$ cat config.mk
export PLATFORM = sky130hd
export DESIGN_NAME = sync_fifo_ctrl
export DESIGN_NICKNAME = d
export VERILOG_FILES = /design/src/rtl/fifo_pkg.sv /design/src/rtl/sync_fifo_ctrl.sv
export SDC_FILE = /design/constraint.sdc
export NUM_CORES = 1
export LEC_CHECK = 0
export BUFFER_PORTS_ARGS = -buffer_cell sky130_fd_sc_hd__buf_2
export CAP_MARGIN = 20
export CORE_AREA = 2 2 60 74
export CTS_CLUSTER_DIAMETER = 80
export DETAILED_ROUTE_END_ITERATION = 7
export DIE_AREA = 0 0 62 76
export GPL_ROUTABILITY_DRIVEN = 0
export GPL_TIMING_DRIVEN = 1
export PLACE_DENSITY = 0.82
export SYNTH_ARGS = -nofsm -noshare
export SYNTH_HDL_FRONTEND = slang
export SYNTH_SLANG_ARGS = --single-unit
$ cat constraint.sdc
create_clock -name clk -period 4.93 [get_ports clk]
set_input_delay 0.493 -clock clk [delete_from_list [all_inputs] [get_ports clk]]
set_output_delay 0.493 -clock clk [all_outputs]
set_load 0.03 [all_outputs]
$ cat src/rtl/fifo_pkg.sv
// Shared constants and helpers for the counter-based synchronous FIFO family.
package fifo_pkg;

    localparam int DEF_DATA_WIDTH = 8;
    localparam int DEF_ADDR_WIDTH = 9;
    localparam int DEF_DEPTH      = 512;

    function automatic int clog2(input int value);
        int result;
        result = 0;
        while ((1 << result) < value) result++;
        return result;
    endfunction

    // Occupancy needs one more bit than the address to represent DEPTH itself.
    function automatic int count_width(input int addr_width);
        return addr_width + 1;
    endfunction

endpackage

$ cat src/rtl/sync_fifo_ctrl.sv
// Single-clock FIFO controller: drives the dp_ram ports, tracks occupancy and
// produces registered status flags, overflow/underflow pulses and read-valid.
module sync_fifo_ctrl
    import fifo_pkg::*;
#(
    parameter int DATA_WIDTH = DEF_DATA_WIDTH,
    parameter int DEPTH      = DEF_DEPTH,
    parameter int ADDR_WIDTH = DEF_ADDR_WIDTH,
    parameter int AF_THRESH  = DEPTH - 4,
    parameter int AE_THRESH  = 4
) (
    input  logic                  clk,
    input  logic                  rst_n,
    input  logic                  wr_en,
    input  logic [DATA_WIDTH-1:0] wr_data,
    input  logic                  rd_en,
    output logic [DATA_WIDTH-1:0] rd_data,
    output logic                  rd_valid,
    output logic                  full,
    output logic                  empty,
    output logic                  almost_full,
    output logic                  almost_empty,
    output logic [ADDR_WIDTH:0]   count,
    output logic                  overflow,
    output logic                  underflow,
    output logic                  ram_w_enable,
    output logic [ADDR_WIDTH-1:0] ram_w_addr,
    output logic [DATA_WIDTH-1:0] ram_w_data,
    output logic                  ram_r_enable,
    output logic [ADDR_WIDTH-1:0] ram_r_addr,
    input  logic [DATA_WIDTH-1:0] ram_r_data
);

    localparam int CNT_W = count_width(ADDR_WIDTH);
    localparam logic [CNT_W-1:0] DEPTH_C = CNT_W'(DEPTH);
    localparam logic [CNT_W-1:0] AF_C    = CNT_W'(AF_THRESH);
    localparam logic [CNT_W-1:0] AE_C    = CNT_W'(AE_THRESH);

    if (DEPTH != (1 << ADDR_WIDTH) || AE_THRESH >= AF_THRESH) begin : g_param_check
        $error("sync_fifo_ctrl: DEPTH must be 2**ADDR_WIDTH and AE_THRESH < AF_THRESH");
    end

    logic [ADDR_WIDTH-1:0] wr_ptr_q, wr_ptr_d;
    logic [ADDR_WIDTH-1:0] rd_ptr_q, rd_ptr_d;
    logic [CNT_W-1:0]      count_q, count_d;
    logic full_q, full_d, empty_q, empty_d;
    logic almost_full_q, almost_full_d, almost_empty_q, almost_empty_d;
    logic overflow_q, overflow_d, underflow_q, underflow_d;
    logic rd_valid_q, rd_valid_d;
    logic wr_acc, rd_acc;

    // Acceptance uses the registered flags, so a read of an empty FIFO can never
    // race a same-cycle write to the same RAM address.
    assign wr_acc = wr_en & ~full_q;
    assign rd_acc = rd_en & ~empty_q;

    always_comb begin
        wr_ptr_d = wr_acc ? wr_ptr_q + ADDR_WIDTH'(1) : wr_ptr_q;
        rd_ptr_d = rd_acc ? rd_ptr_q + ADDR_WIDTH'(1) : rd_ptr_q;
        case ({wr_acc, rd_acc})
            2'b10:   count_d = count_q + CNT_W'(1);
            2'b01:   count_d = count_q - CNT_W'(1);
            default: count_d = count_q;
        endcase
        // Flags come from the next count so they line up with count itself.
        full_d         = (count_d == DEPTH_C);
        empty_d        = (count_d == '0);
        almost_full_d  = (count_d >= AF_C);
        almost_empty_d = (count_d <= AE_C);
        overflow_d     = wr_en & full_q;
        underflow_d    = rd_en & empty_q;
        rd_valid_d     = rd_acc;
    end

    always_ff @(posedge clk or negedge rst_n) begin
        if (!rst_n) begin
            wr_ptr_q       <= '0;
            rd_ptr_q       <= '0;
            count_q        <= '0;
            full_q         <= 1'b0;
            empty_q        <= 1'b1;
            almost_full_q  <= 1'b0;
            almost_empty_q <= 1'b1;
            overflow_q     <= 1'b0;
            underflow_q    <= 1'b0;
            rd_valid_q     <= 1'b0;
        end else begin
            wr_ptr_q       <= wr_ptr_d;
            rd_ptr_q       <= rd_ptr_d;
            count_q        <= count_d;
            full_q         <= full_d;
            empty_q        <= empty_d;
            almost_full_q  <= almost_full_d;
            almost_empty_q <= almost_empty_d;
            overflow_q     <= overflow_d;
            underflow_q    <= underflow_d;
            rd_valid_q     <= rd_valid_d;
        end
    end

    assign ram_w_enable = wr_acc;
    assign ram_w_addr   = wr_ptr_q;
    assign ram_w_data   = wr_data;
    assign ram_r_enable = rd_acc;
    assign ram_r_addr   = rd_ptr_q;
    assign rd_data      = ram_r_data;

    assign rd_valid     = rd_valid_q;
    assign full         = full_q;
    assign empty        = empty_q;
    assign almost_full  = almost_full_q;
    assign almost_empty = almost_empty_q;
    assign count        = count_q;
    assign overflow     = overflow_q;
    assign underflow    = underflow_q;

endmodule

Word-level counts from Yosys, hierarchy flattened
Cells that the tools add are included.
{ "word_totals": {"input_bits": 20, "ff_bits": 35, "out_inout_bits": 53, "word_cells": 27} }
{ "op_classes": {"n_eq_ne": 3, "n_lt_le_gt_ge": 2, "reduce_logical": 1, "bitwise": 6, "muxes": 1, "add_sub_neg": 4} }
{ "ops": {"columns": ["op", "n"], "rows": [
  ["$pmux 10 s2", 1],
  ["$add 9x1->9 const B", 2],
  ["$add 10x1->10 const B", 1],
  ["$eq 10x10->1 const B", 1],
  ["$ge 10x9->1 const B", 1],
  ["$le 10x3->1 const B", 1],
  ["$logic_not 10->1", 1],
  ["$sub 10x1->10 const B", 1],
  ["$and 1x1->1", 4],
  ["$eq 2x1->1 const B", 1],
  ["$eq 2x2->1 const B", 1],
  ["$not 1->1", 2]
]} }

Depth between registers and ports, before layout
Gate-level depths: netlist of run 1.
{ "logic_depth": {"ltp_word": 5, "depth_mapped": 12, "mapped_depth_nobuf": 12} }

Worst setup path after synthesis of run 1
No wires, ideal clock.
{ "synth_path": {"path_type": "register to register", "startpoint": "register empty_q, in the netlist empty", "endpoint": "register almost_empty_q, in the netlist almost_empty", "setup_ps": 89, "required_time_ps": 4841, "path_slack_ps": 2020, "n_path_buf": 0, "period_less_slack_ps": 2910, "stages_incl_launch_ff": 13, "t_arrival_ps": 2821, "cell_sequence": "dfstp_2 -> nand2b_4 -> inv_2 -> nand2_2 -> xnor2_1 -> ha_1 -> a21oi_1 -> a211oi_2 -> a211oi_2 -> mux2i_1 -> xnor2_1 -> nor4_2 -> nor4b_2"} }
{ "synth_via": {"elab_chain_len": 5, "elab_cells_between_ends": 6, "classes_between": "1 x order compare; 2 x eq/ne; 1 x mux; 2 x bitwise"} }
{ "synth_lines": {"columns": ["item", "line", "rtl"], "rows": [
  ["start, declared", "sync_fifo_ctrl.sv:46", "logic full_q, full_d, empty_q, empty_d;"],
  ["start signal, assigned", "sync_fifo_ctrl.sv:92", "empty_q <= empty_d;"],
  ["$not 1->1 *", "sync_fifo_ctrl.sv:55", "assign rd_acc = rd_en & ~empty_q;"],
  ["$and 1x1->1 *", "sync_fifo_ctrl.sv:55", null],
  ["net ram_r_enable", "sync_fifo_ctrl.sv:29", "output logic ram_r_enable,"],
  ["$eq 2x1->1 / $eq 2x2->1 (equally long branches)", "sync_fifo_ctrl.sv:60", "case ({wr_acc, rd_acc})"],
  ["$pmux 10 s2 *", "sync_fifo_ctrl.sv:60", null],
  ["net count_d[6]", "sync_fifo_ctrl.sv:45", "logic [CNT_W-1:0] count_q, count_d;"],
  ["$le 10x3->1 *", "sync_fifo_ctrl.sv:69", "almost_empty_d = (count_d <= AE_C);"],
  ["net almost_empty_d", "sync_fifo_ctrl.sv:47", "logic almost_full_q, almost_full_d, almost_empty_q, almost_empty_d;"],
  ["end signal, assigned", "sync_fifo_ctrl.sv:94", "almost_empty_q <= almost_empty_d;"],
  ["end, declared", "sync_fifo_ctrl.sv:47", null]
]} }
Mark *: on every way through the listed nets, which the timed path passes. The rest lies on a longest branch.
A chain may end at the register's enable or synchronous reset.

Worst setup path in the final report of run 1
{ "layout_path": {"startpoint": "register empty_q, in the netlist empty", "endpoint": "register almost_empty_q, in the netlist almost_empty"} }
{ "layout_via": {"elab_chain_len": 5, "elab_cells_between_ends": 6, "classes_between": "1 x order compare; 2 x eq/ne; 1 x mux; 2 x bitwise"} }
{ "layout_lines": {"columns": ["item", "line"], "rows": [
  ["$not 1->1 *", "sync_fifo_ctrl.sv:55"],
  ["$and 1x1->1 *", "sync_fifo_ctrl.sv:55"],
  ["$eq 2x1->1 / $eq 2x2->1 (equally long branches)", "sync_fifo_ctrl.sv:60"],
  ["$pmux 10 s2 *", "sync_fifo_ctrl.sv:60"],
  ["net count_d[6]", "sync_fifo_ctrl.sv:45"],
  ["$le 10x3->1 *", "sync_fifo_ctrl.sv:69"],
  ["net almost_empty_d", "sync_fifo_ctrl.sv:47"]
]} }
Marked as above.

==> results.ini, run 1 <==
[route]
viasPerCell = 5.53
detail_route.wirelength_um = 4170
route.detailed.drc = 0
ant_nets = 0
drt_first_pass_iters = 4
initialDrtViolationCount = 75
vias = 1521
post_drt_wl_per_cell_um = 15.2

[timing]
finClkSkew_ns = 0.00530
timing.setup.tns_ns = 0
relSlewSlack_pct = 49.6
fin_crit_ns = 3.06
setup_viol_count_final = 0
hold_violations_final = 0
worst_pin_slew_ns = 0.755
fmax_mhz = 327
finalMaxSlewViolations = 0
min_period_over_period_pct = 62.0
setup_repair_after_global_routing_missed_its_margin = false

[logic_synthesis]
postSynthCellCount = 196
synth.lib_cells_used.distinct = 53
synthFlopType = sky130_fd_sc_hd__dfrtp_1
yosys_warnings = 0
asyncSetResetFlopFracSynth_pct = 100
synth-edff-count = 0
net_count_after_synthesis = 220
syn-mean-instance-area_sq_um = 10.6
sequential_area_share_after_synthesis_pct = 42.2
netlist_top_cells_area = sky130_fd_sc_hd__dfrtp_1 (40%), sky130_fd_sc_hd__xnor2_1 (7.6%), sky130_fd_sc_hd__buf_4 (6.1%)
yosysTopAreaCell = sky130_fd_sc_hd__dfrtp_1
ys_ff_latch = 35
synth_area_sq_um = 2080
synth_top_cell_area_share_pct = 39.7

[floorplanning]
die_h_um = 76
die_area_sq_um = 4710
core_area_sq_um = 4070
placement_rows = 26
floorplan.die.width_um = 62
initial_utilization_pct = 51.2
top_level_ports = 73

[power_and_ir_drop]
total_power_mw = 1.51
p_per_area_nw_per_um2 = 667
static_leak_nw = 1.05
maximum_resistive_drop_on_vdd_mv = 0.440

[outcome]
run_status = completed

[cts]
htree_num_levels = 2
clk_pin_slew_worst_paths_ns = 0.08
cts-root-to-sink-buffers = 2
cts.root.buffer_cell = sky130_fd_sc_hd__clkbuf_8
tritoncts = built
cts_resized = 0
post-cts-setup-buffer-count = 0
postCtsHoldBufs = 0
cts_made_buffers = 5
insertion_delay_ns = 0.29
clock-sinks = 35

[place]
post-dp-hpwl_um = 3000
dp.cells = 267
port-buffer-count = 40

[layout]
mostFrequentLayoutCells = sky130_fd_sc_hd__buf_2 (40), sky130_fd_sc_hd__dfrtp_1 (33), sky130_fd_sc_hd__xnor2_1 (18)
most_common_cell_after_layout_fill_and_taps_aside = sky130_fd_sc_hd__buf_2
layout-drive-gt1-share_pct = 32.0
syn2layout_area_growth_pct = 8.71
fillerInstances = 363
count_of_placed_standard_cells_in_the_final_layout_fillers_left_out = 275
nets = 242
utilization_of_the_core_after_routing_pct = 55.7
insertedDiodeCount = 0
flip_flop_count_of_the_largest_register_after_layout = 10

[min_path]
hold_path_class = input port to async pin

[critical_path]
cp_max_fo = 10
crit_chain = nand2b_4, inv_2, nand2_2, xnor2_1, ha_1, a21oi_1, a211oi_2, a211oi_2, mux2i_1, xnor2_1, nor4_2, nor4b_2
timing.critical_path.from_type = register
crit-reg2reg-launch = empty
crit_type = register to register
worst-path-buf-inv = 1
worst_path_max_delay_cell = sky130_fd_sc_hd__dfstp_2
crit_family = simple AND/OR/NAND/NOR gates
endpoint_kind = register
max_stage_delay_ns = 0.55
timing.critical_path.arrival_ns = 3.27
timing.critical_path.required_ns = 5.14
cp-startpoint = empty

[grt]
grt_antenna_before_repair = 0
grt_first_pass_wirelength_um = 6920
overflow = 0
overall_global_routing_usage_pct = 19.3
largest_net_degree_at_the_start_of_global_routing = 36
grt_pass1_vias = 1467

[run]
cap_violations = 0

-- cell usage after synthesis, types with 2 or more instances --
cell and n:
sky130_fd_sc_hd__a21oi_1 6, sky130_fd_sc_hd__xor2_1 7, sky130_fd_sc_hd__nor2b_1 2, sky130_fd_sc_hd__buf_6 6, sky130_fd_sc_hd__dfrtp_1 33, sky130_fd_sc_hd__nor3_1 4
sky130_fd_sc_hd__nor4_1 3, sky130_fd_sc_hd__buf_4 17, sky130_fd_sc_hd__o211ai_1 2, sky130_fd_sc_hd__inv_1 5, sky130_fd_sc_hd__and3_1 5, sky130_fd_sc_hd__nand2b_4 2
sky130_fd_sc_hd__and4_2 2, sky130_fd_sc_hd__xnor2_1 18, sky130_fd_sc_hd__a311oi_2 2, sky130_fd_sc_hd__nor4b_1 2, sky130_fd_sc_hd__ha_1 4, sky130_fd_sc_hd__and3b_1 2
sky130_fd_sc_hd__o21ai_0 3, sky130_fd_sc_hd__nand2_1 11, sky130_fd_sc_hd__nor2_1 14, sky130_fd_sc_hd__buf_2 2, sky130_fd_sc_hd__and4_1 2, sky130_fd_sc_hd__a211oi_2 2
sky130_fd_sc_hd__dfstp_2 2, sky130_fd_sc_hd__nand3_1 10, sky130_fd_sc_hd__inv_2 2
-- cells by family (layout without fill, tap and decap cells) --
kind of cell | count (synthesis) | in the layout | share of synthesized area [%]
adder cells (fa/ha/maj) | 4 | 4 | 2.40
XOR/XNOR | 27 | 27 | 12.1
multiplexers | 2 | 2 | 1.02
flip-flops | 35 | 35 | 42.2
AO/OA/AOI/OAI | 28 | 28 | 12.0
buffers and inverters | 32 | 55 | 11.1
AND/OR/NAND/NOR | 68 | 68 | 19.2
-- worst paths after layout --
kind	end	slack (ns)	depth (start not counted)
min in group clk	underflow	0.47	2
min reg2reg	ram_r_addr[8]	0.47	1
max in group asynchronous	count[7]	4.18	1
max	almost_empty	1.87	12
max reg2reg	almost_empty	1.87	12
min	ram_r_addr[5]	0.26	1
-- report_power, final --
part / switching, mW / total [mW] / leakage (nW) / internal, mW
clock network: 0.109 / 0.262 / 0.0587 / 0.153
registers: 0.187 / 0.574 / 0.433 / 0.388
logic: 0.438 / 0.673 / 0.556 / 0.235
total: 0.734 / 1.51 / 1.05 / 0.776
-- layer usage --
layer	wire length, um	GRT usage [%]
met3	224	4.75
met1	1710	24.2
met5	0	0
met2	2110	29.7
met4	121	9.79
-- per-stage QoR --
step           setup WS, ns  instance area, sq um  hold slack (ns)
2_1_floorplan          2.02                  2080            0.197
3_3_place_gp           1.92                  2150            0.455
3_5_place_dp           1.78                  2150            0.459
5_1_grt                1.55                  2260            0.328
6_report               1.87                  2260            0.263
4_1_cts                1.87                  2260            0.293
-- final cells by class --
type | instances | area, sq um | share of cell area (%)
Clock inverter | 3 | 47.5 | 2.10
Clock buffer | 5 | 68.8 | 3.04
Multi-Input combinational cell | 129 | 972 | 43.0
Sequential cell | 35 | 878 | 38.8
Inverter | 7 | 26.3 | 1.16
Tap cell | 56 | 70.1 | 3.10
Timing Repair Buffer | 40 | 200 | 8.84
Note: power is estimated with default switching activity, not from simulation.
==> run 2: changes to the inputs <==
--- a/config.mk
+++ b/config.mk
@@ -7,13 +7,13 @@
 export LEC_CHECK = 0
 export BUFFER_PORTS_ARGS = -buffer_cell sky130_fd_sc_hd__buf_2
 export CAP_MARGIN = 20
-export CORE_AREA = 2 2 60 74
+export CORE_AREA = 2 2 62 76
 export CTS_CLUSTER_DIAMETER = 80
 export DETAILED_ROUTE_END_ITERATION = 7
-export DIE_AREA = 0 0 62 76
+export DIE_AREA = 0 0 64 78
 export GPL_ROUTABILITY_DRIVEN = 0
 export GPL_TIMING_DRIVEN = 1
-export PLACE_DENSITY = 0.82
+export PLACE_DENSITY = 0.77
 export SYNTH_ARGS = -nofsm -noshare
 export SYNTH_HDL_FRONTEND = slang
 export SYNTH_SLANG_ARGS = --single-unit
==> constraint.sdc (replaced) <==
create_clock -name clk -period 3 [get_ports clk]
set_input_delay 0.3 -clock clk [delete_from_list [all_inputs] [get_ports clk]]
set_output_delay 0.3 -clock clk [all_outputs]
set_load 0.03 [all_outputs]
==> run 2 against run 1 <==
Routed wire length down 2.3%. Combinational power up 68%. Via count up 2.1%. Global-route usage down 1.3 points.
==> results.ini, run 2 (synthesized netlist as in run 1, its figures left out) <==
[timing]
worst_pin_slew_ns = 0.747  ; was 0.755 ns
fin_crit_ns = 2.76  ; was 3.06 ns
hold_violations_final = 0  ; unchanged
finalMaxSlewViolations = 0  ; unchanged
min_period_over_period_pct = 91.9  ; was 62.0%
relSlewSlack_pct = 50.2  ; was 49.6%
finClkSkew_ns = 0.00519  ; was 0.00530 ns
finalHoldWorstSlack_ns = 0.0766  ; was 0.263 ns
timing.setup.tns_ns = 0  ; unchanged
setup_repair_after_global_routing_missed_its_margin = false  ; unchanged
setup_viol_count_final = 0  ; unchanged
fmax_mhz = 363  ; was 327 MHz
postLayoutSetupSlackWorst_ns = 0.242  ; was 1.87 ns

[grt]
grt_first_pass_wirelength_um = 6880  ; was 6920 um
largest_net_degree_at_the_start_of_global_routing = 36  ; unchanged
overall_global_routing_usage_pct = 18.0  ; was 19.3%
grt_pass1_vias = 1437  ; was 1,467
grt_antenna_before_repair = 0  ; unchanged
overflow = 0  ; unchanged

[route]
initialDrtViolationCount = 105  ; was 75
route.detailed.drc = 0  ; unchanged
drt_first_pass_iters = 4  ; unchanged
post_drt_wl_per_cell_um = 14.7  ; was 15.2 um
ant_nets = 0  ; unchanged
vias = 1553  ; was 1,521
viasPerCell = 5.59  ; was 5.53
detail_route.wirelength_um = 4070  ; was 4170 um

[critical_path]
crit_chain = nand2b_4, inv_2, nand2_2, xnor2_1, ha_1, a21oi_2, a211oi_2, a211oi_2, mux2i_1, xnor2_1, nor4_2, nor4b_2  ; was nand2b_4, inv_2, nand2_2, xnor2_1, ha_1, a21oi_1, a211oi_2, a211oi_2, mux2i_1, xnor2_1, nor4_2, nor4b_2
crit-reg2reg-launch = empty  ; unchanged
crit_type = register to register  ; unchanged
worst_path_max_delay_cell = sky130_fd_sc_hd__dfstp_2  ; unchanged
timing.critical_path.from_type = register  ; unchanged
timing.critical_path.arrival_ns = 2.96  ; was 3.27 ns
cp_max_fo = 10  ; unchanged
max_stage_delay_ns = 0.53  ; was 0.55 ns
cp-startpoint = empty  ; unchanged
timing.critical_path.required_ns = 3.20  ; was 5.14 ns
reg2regPathDepth = 12  ; unchanged
endpoint_kind = register  ; unchanged
ff2ff_setup_slack_ns = 0.24  ; was 1.87 ns

[place]
placed_cell_area_sq_um = 2170  ; was 2150 sq um
place_ws_ns = 0.225  ; was 1.78 ns
dp.cells = 270  ; was 267
port-buffer-count = 40  ; unchanged
post-dp-hpwl_um = 2940  ; was 3000 um

[run]
cap_violations = 0  ; unchanged

[layout]
count_of_placed_standard_cells_in_the_final_layout_fillers_left_out = 278  ; was 275
layout-drive-gt1-share_pct = 32.9  ; was 32.0%
most_common_cell_after_layout_fill_and_taps_aside = sky130_fd_sc_hd__buf_2  ; unchanged
fillerInstances = 359  ; was 363
mostFrequentLayoutCells = sky130_fd_sc_hd__buf_2 (40), sky130_fd_sc_hd__dfrtp_1 (33), sky130_fd_sc_hd__xnor2_1 (18)  ; unchanged
fin_area_sq_um = 2310  ; was 2260 sq um
syn2layout_area_growth_pct = 10.8  ; was 8.71%
flip_flop_count_of_the_largest_register_after_layout = 10  ; unchanged
insertedDiodeCount = 0  ; unchanged
utilization_of_the_core_after_routing_pct = 54.9  ; was 55.7%
nets = 245  ; was 242

[power_and_ir_drop]
p_per_area_nw_per_um2 = 1110  ; was 667 nW/um^2
static_leak_nw = 1.07  ; was 1.05 nW
total_power_mw = 2.56  ; was 1.51 mW
maximum_resistive_drop_on_vdd_mv = 0.673  ; was 0.440 mV

[floorplanning]
top_level_ports = 73  ; unchanged
core_area_sq_um = 4200  ; was 4070 sq um
floorplan.die.width_um = 64  ; was 62 um
initial_utilization_pct = 49.6  ; was 51.2%
die_area_sq_um = 4990  ; was 4710 sq um
die_h_um = 78  ; was 76 um
placement_rows = 26  ; unchanged

[cts]
tritoncts = built  ; unchanged
clk_pin_slew_worst_paths_ns = 0.07  ; was 0.08 ns
cts_resized = 0  ; unchanged
cts_made_buffers = 5  ; unchanged
postCtsHoldBufs = 0  ; unchanged
clock-sinks = 35  ; unchanged
post-cts-setup-buffer-count = 0  ; unchanged
insertion_delay_ns = 0.29  ; about the same
cts-root-to-sink-buffers = 2  ; unchanged
cts.root.buffer_cell = sky130_fd_sc_hd__clkbuf_8  ; unchanged
htree_num_levels = 2  ; unchanged

[min_path]
hold_path_class = input port to async pin  ; unchanged

[outcome]
run_status = completed  ; unchanged

## run 2: changes by cell type in the layout (fill, tap and decap cells not counted)
cell,before,now
sky130_fd_sc_hd__buf_4,0,3
sky130_fd_sc_hd__a21oi_1,6,5
sky130_fd_sc_hd__bufinv_16,1,2
sky130_fd_sc_hd__clkinv_4,1,0
sky130_fd_sc_hd__a21oi_2,0,1
sky130_fd_sc_hd__inv_6,1,0
sky130_fd_sc_hd__clkbuf_1,0,1
## run 2: worst max-delay path, delay by kind of cell (launching register included)
kind | cells | cell delay, ns
compound gates | 3 | 0.54
mux | 1 | 0.25
buf+inv | 1 | 0.10
fa+ha+maj | 1 | 0.25
flops | 1 | 0.53
simple gates | 4 | 0.81
xor+xnor | 2 | 0.19
## run 2: layout make-up
class                      count  area, sq um  area share, %
multi-input combinational    129          976           42.3
sequential                    35          878           38.1
clock inverter                 2         60.1           2.60
clock buffer                   6         72.6           3.15
inverter                       7         26.3           1.14
timing repair buffer          43          223           9.66
tap                           56         70.1           3.04
## run 2: per-layer routing
layer / GRT usage, % / up-vias / wire length [um]
li1: - / 727 / -
met1: 21.4 / 753 / 1640
met2: 29.1 / 66 / 2060
met3: 4.78 / 7 / 279
met4: 9.78 / 0 / 89
met5: 0 / - / 0
## run 2: final timing paths
check / endpoint
worst max register to register: almost_empty
min in group clk: underflow
worst min register to register: ram_w_addr[8]
max in group asynchronous: ram_w_addr[5]
worst max-delay path: almost_empty
worst min-delay path: ram_r_addr[0]
## run 2: power by group
| part | leakage, nW | total [mW] | internal, mW | switching, mW |
|---|---|---|---|---|
| clock | 0.0654 | 0.496 | 0.332 | 0.164 |
| sequential | 0.433 | 0.938 | 0.638 | 0.300 |
| combinational | 0.571 | 1.13 | 0.401 | 0.727 |
==> run 3: changes to the inputs <==
--- a/config.mk
+++ b/config.mk
@@ -7,13 +7,13 @@
 export LEC_CHECK = 0
 export BUFFER_PORTS_ARGS = -buffer_cell sky130_fd_sc_hd__buf_2
 export CAP_MARGIN = 20
-export CORE_AREA = 2 2 62 76
+export CORE_AREA = 2 2 69 85
 export CTS_CLUSTER_DIAMETER = 80
 export DETAILED_ROUTE_END_ITERATION = 7
-export DIE_AREA = 0 0 64 78
+export DIE_AREA = 0 0 71 87
 export GPL_ROUTABILITY_DRIVEN = 0
 export GPL_TIMING_DRIVEN = 1
-export PLACE_DENSITY = 0.77
+export PLACE_DENSITY = 0.64
 export SYNTH_ARGS = -nofsm -noshare
 export SYNTH_HDL_FRONTEND = slang
 export SYNTH_SLANG_ARGS = --single-unit
==> run 3 against run 2 <==
Utilization is 13 points lower. Sequential share of layout area hardly changed. Critical path type unchanged. Hold slack lost 0.0019 ns. Fmax is 1.6% lower. Largest power group unchanged. Flip-flop and latch count did not move. Clock power fell by 11%. Cell count rose by 3.2%. Routed wire length is 1.8% higher. Critical path depth decreased by 1. Critical endpoint unchanged. Via count decreased by 1.7%. Combinational power barely moved. First-iteration DRC count is 23% lower.
==> results.ini, run 3 (synthesized netlist as in run 1, its figures left out) <==
[outcome]
run_status = completed  ; unchanged

[cts]
tritoncts = built  ; unchanged
post-cts-setup-buffer-count = 0  ; unchanged
cts_made_buffers = 5  ; unchanged
cts-root-to-sink-buffers = 2  ; unchanged
htree_num_levels = 2  ; unchanged
cts.root.buffer_cell = sky130_fd_sc_hd__clkbuf_8  ; unchanged
clock-sinks = 35  ; unchanged
postCtsHoldBufs = 0  ; unchanged
insertion_delay_ns = 0.29  ; about the same
clk_pin_slew_worst_paths_ns = 0.07  ; about the same

[route]
initialDrtViolationCount = 81  ; was 105
wl_met2_um = 1980  ; was 2060 um
route.met3.wl_um = 282  ; was 279 um
drt_first_pass_iters = 4  ; unchanged
detail_route.wirelength_um = 4150  ; was 4070 um
ant_nets = 0  ; unchanged
post_drt_wl_per_cell_um = 14.4  ; was 14.7 um
route.detailed.drc = 0  ; unchanged
viasPerCell = 5.32  ; was 5.59
vias = 1526  ; was 1,553
met1Wirelength_um = 1790  ; was 1640 um
maxUsedRoutingLayer = met4  ; unchanged

[grt]
grt_pass1_vias = 1447  ; was 1,437
grt_first_pass_wirelength_um = 6980  ; was 6880 um
largest_net_degree_at_the_start_of_global_routing = 36  ; unchanged
overflow = 0  ; unchanged
grt_antenna_before_repair = 0  ; unchanged
overall_global_routing_usage_pct = 14.5  ; was 18.0%

[critical_path]
timing.critical_path.required_ns = 3.20  ; about the same
crit_type = register to register  ; unchanged
endpoint_kind = register  ; unchanged
timing.critical_path.from_type = register  ; unchanged
cp_max_fo = 10  ; unchanged
timing.critical_path.arrival_ns = 3.01  ; was 2.96 ns

[timing]
timing.setup.tns_ns = 0  ; unchanged
fmax_mhz = 357  ; was 363 MHz
setup_viol_count_final = 0  ; unchanged
min_period_over_period_pct = 93.4  ; was 91.9%
setup_repair_after_global_routing_missed_its_margin = false  ; unchanged
finClkSkew_ns = 0.00564  ; was 0.00519 ns
finalMaxSlewViolations = 0  ; unchanged
relSlewSlack_pct = 49.2  ; was 50.2%
fin_crit_ns = 2.80  ; was 2.76 ns
worst_pin_slew_ns = 0.762  ; was 0.747 ns
hold_violations_final = 0  ; unchanged

[floorplanning]
die_area_sq_um = 6180  ; was 4990 sq um
top_level_ports = 73  ; unchanged
placement_rows = 30  ; was 26
initial_utilization_pct = 38.3  ; was 49.6%
die_h_um = 87  ; was 78 um
floorplan.die.width_um = 71  ; was 64 um
core_area_sq_um = 5440  ; was 4200 sq um

[layout]
flip_flop_count_of_the_largest_register_after_layout = 10  ; unchanged
insertedDiodeCount = 0  ; unchanged
most_common_cell_after_layout_fill_and_taps_aside = sky130_fd_sc_hd__buf_2  ; unchanged
nets = 246  ; was 245
mostFrequentLayoutCells = sky130_fd_sc_hd__buf_2 (40), sky130_fd_sc_hd__dfrtp_1 (33), sky130_fd_sc_hd__xnor2_1 (18)  ; unchanged
fillerInstances = 534  ; was 359
syn2layout_area_growth_pct = 10.8  ; about the same
layout-drive-gt1-share_pct = 33.6  ; was 32.9%

[power_and_ir_drop]
static_leak_nw = 1.07  ; about the same
p_per_area_nw_per_um2 = 1090  ; was 1110 nW/um^2
maximum_resistive_drop_on_vdd_mv = 0.678  ; was 0.673 mV
total_power_mw = 2.51  ; was 2.56 mW

[place]
post-dp-hpwl_um = 3040  ; was 2940 um
port-buffer-count = 40  ; unchanged

[run]
cap_violations = 0  ; unchanged

[min_path]
hold_path_class = input port to async pin  ; unchanged

run 3: worst paths after layout:
check                              start            end  slack (ns)  depth (start not counted)
setup / recovery                   empty   almost_empty        0.20                         11
hold / removal                     rst_n  ram_r_addr[5]        0.07                          1
setup reg to reg                   empty   almost_empty        0.20                         11
hold reg to reg            ram_w_addr[8]  ram_w_addr[8]        0.47                          1
max in group asynchronous          rst_n       count[9]        2.44                          1
min in group clk                   rd_en      underflow        0.28                          2
run 3: repair_timing:
action,CTS,global route
hold endpoints to repair,0,0
gates resized for setup,0,1
endpoints found under the setup margin,0,3
run 3: routing by layer:
metal | vias up | track usage (%)
met5 | - | 0
met3 | 12 | 4.63
met1 | 739 | 17.6
met4 | 0 | 7.38
met2 | 54 | 23.0
li1 | 721 | -
run 3: area by class of cell:
class | count | area (sq um) | area share (%)
Multi-Input combinational cell | 129 | 975 | 42.2
Sequential cell | 35 | 878 | 38.1
Timing Repair Buffer | 44 | 230 | 9.98
Clock buffer | 6 | 82.6 | 3.58
Tap cell | 64 | 80.1 | 3.47
Clock inverter | 2 | 35.0 | 1.52
Inverter | 7 | 26.3 | 1.14
run 3: worst max-delay path: stages, from the launching register on:
cell	delay, ns
sky130_fd_sc_hd__dfstp_2	0.54
sky130_fd_sc_hd__nand2b_4	0.16
sky130_fd_sc_hd__inv_2	0.10
sky130_fd_sc_hd__nand2_2	0.08
sky130_fd_sc_hd__xnor2_1	0.12
sky130_fd_sc_hd__ha_2	0.23
sky130_fd_sc_hd__a21oi_1	0.11
sky130_fd_sc_hd__nand2b_1	0.22
sky130_fd_sc_hd__a2111oi_4	0.43
sky130_fd_sc_hd__xor2_2	0.14
sky130_fd_sc_hd__nor4_2	0.33
sky130_fd_sc_hd__nor4b_2	0.25
run 3: report_power, final:
part,switching (mW),leakage (nW),internal (mW)
Combinational,0.745,0.573,0.411
Sequential,0.281,0.433,0.638
Clock,0.172,0.0612,0.269
run 3: metrics by stage:
| stage | worst slack [ns] | instances | util, % | instance area, sq um | hold slack (ns) |
|---|---|---|---|---|---|
| 6_report | 0.197 | 287 | 42.4 | 2310 | 0.0747 |
| 5_1_grt | 0.00667 | 287 | 42.4 | 2310 | 0.137 |
| 4_1_cts | 0.135 | 287 | 42.3 | 2300 | 0.100 |
| 3_5_place_dp | 0.194 | 279 | 40.2 | 2190 | 0.418 |
| 3_3_place_gp | 0.318 | 279 | 40.2 | 2190 | 0.418 |
| 2_1_floorplan | 0.0898 | 196 | - | 2080 | 0.00441 |
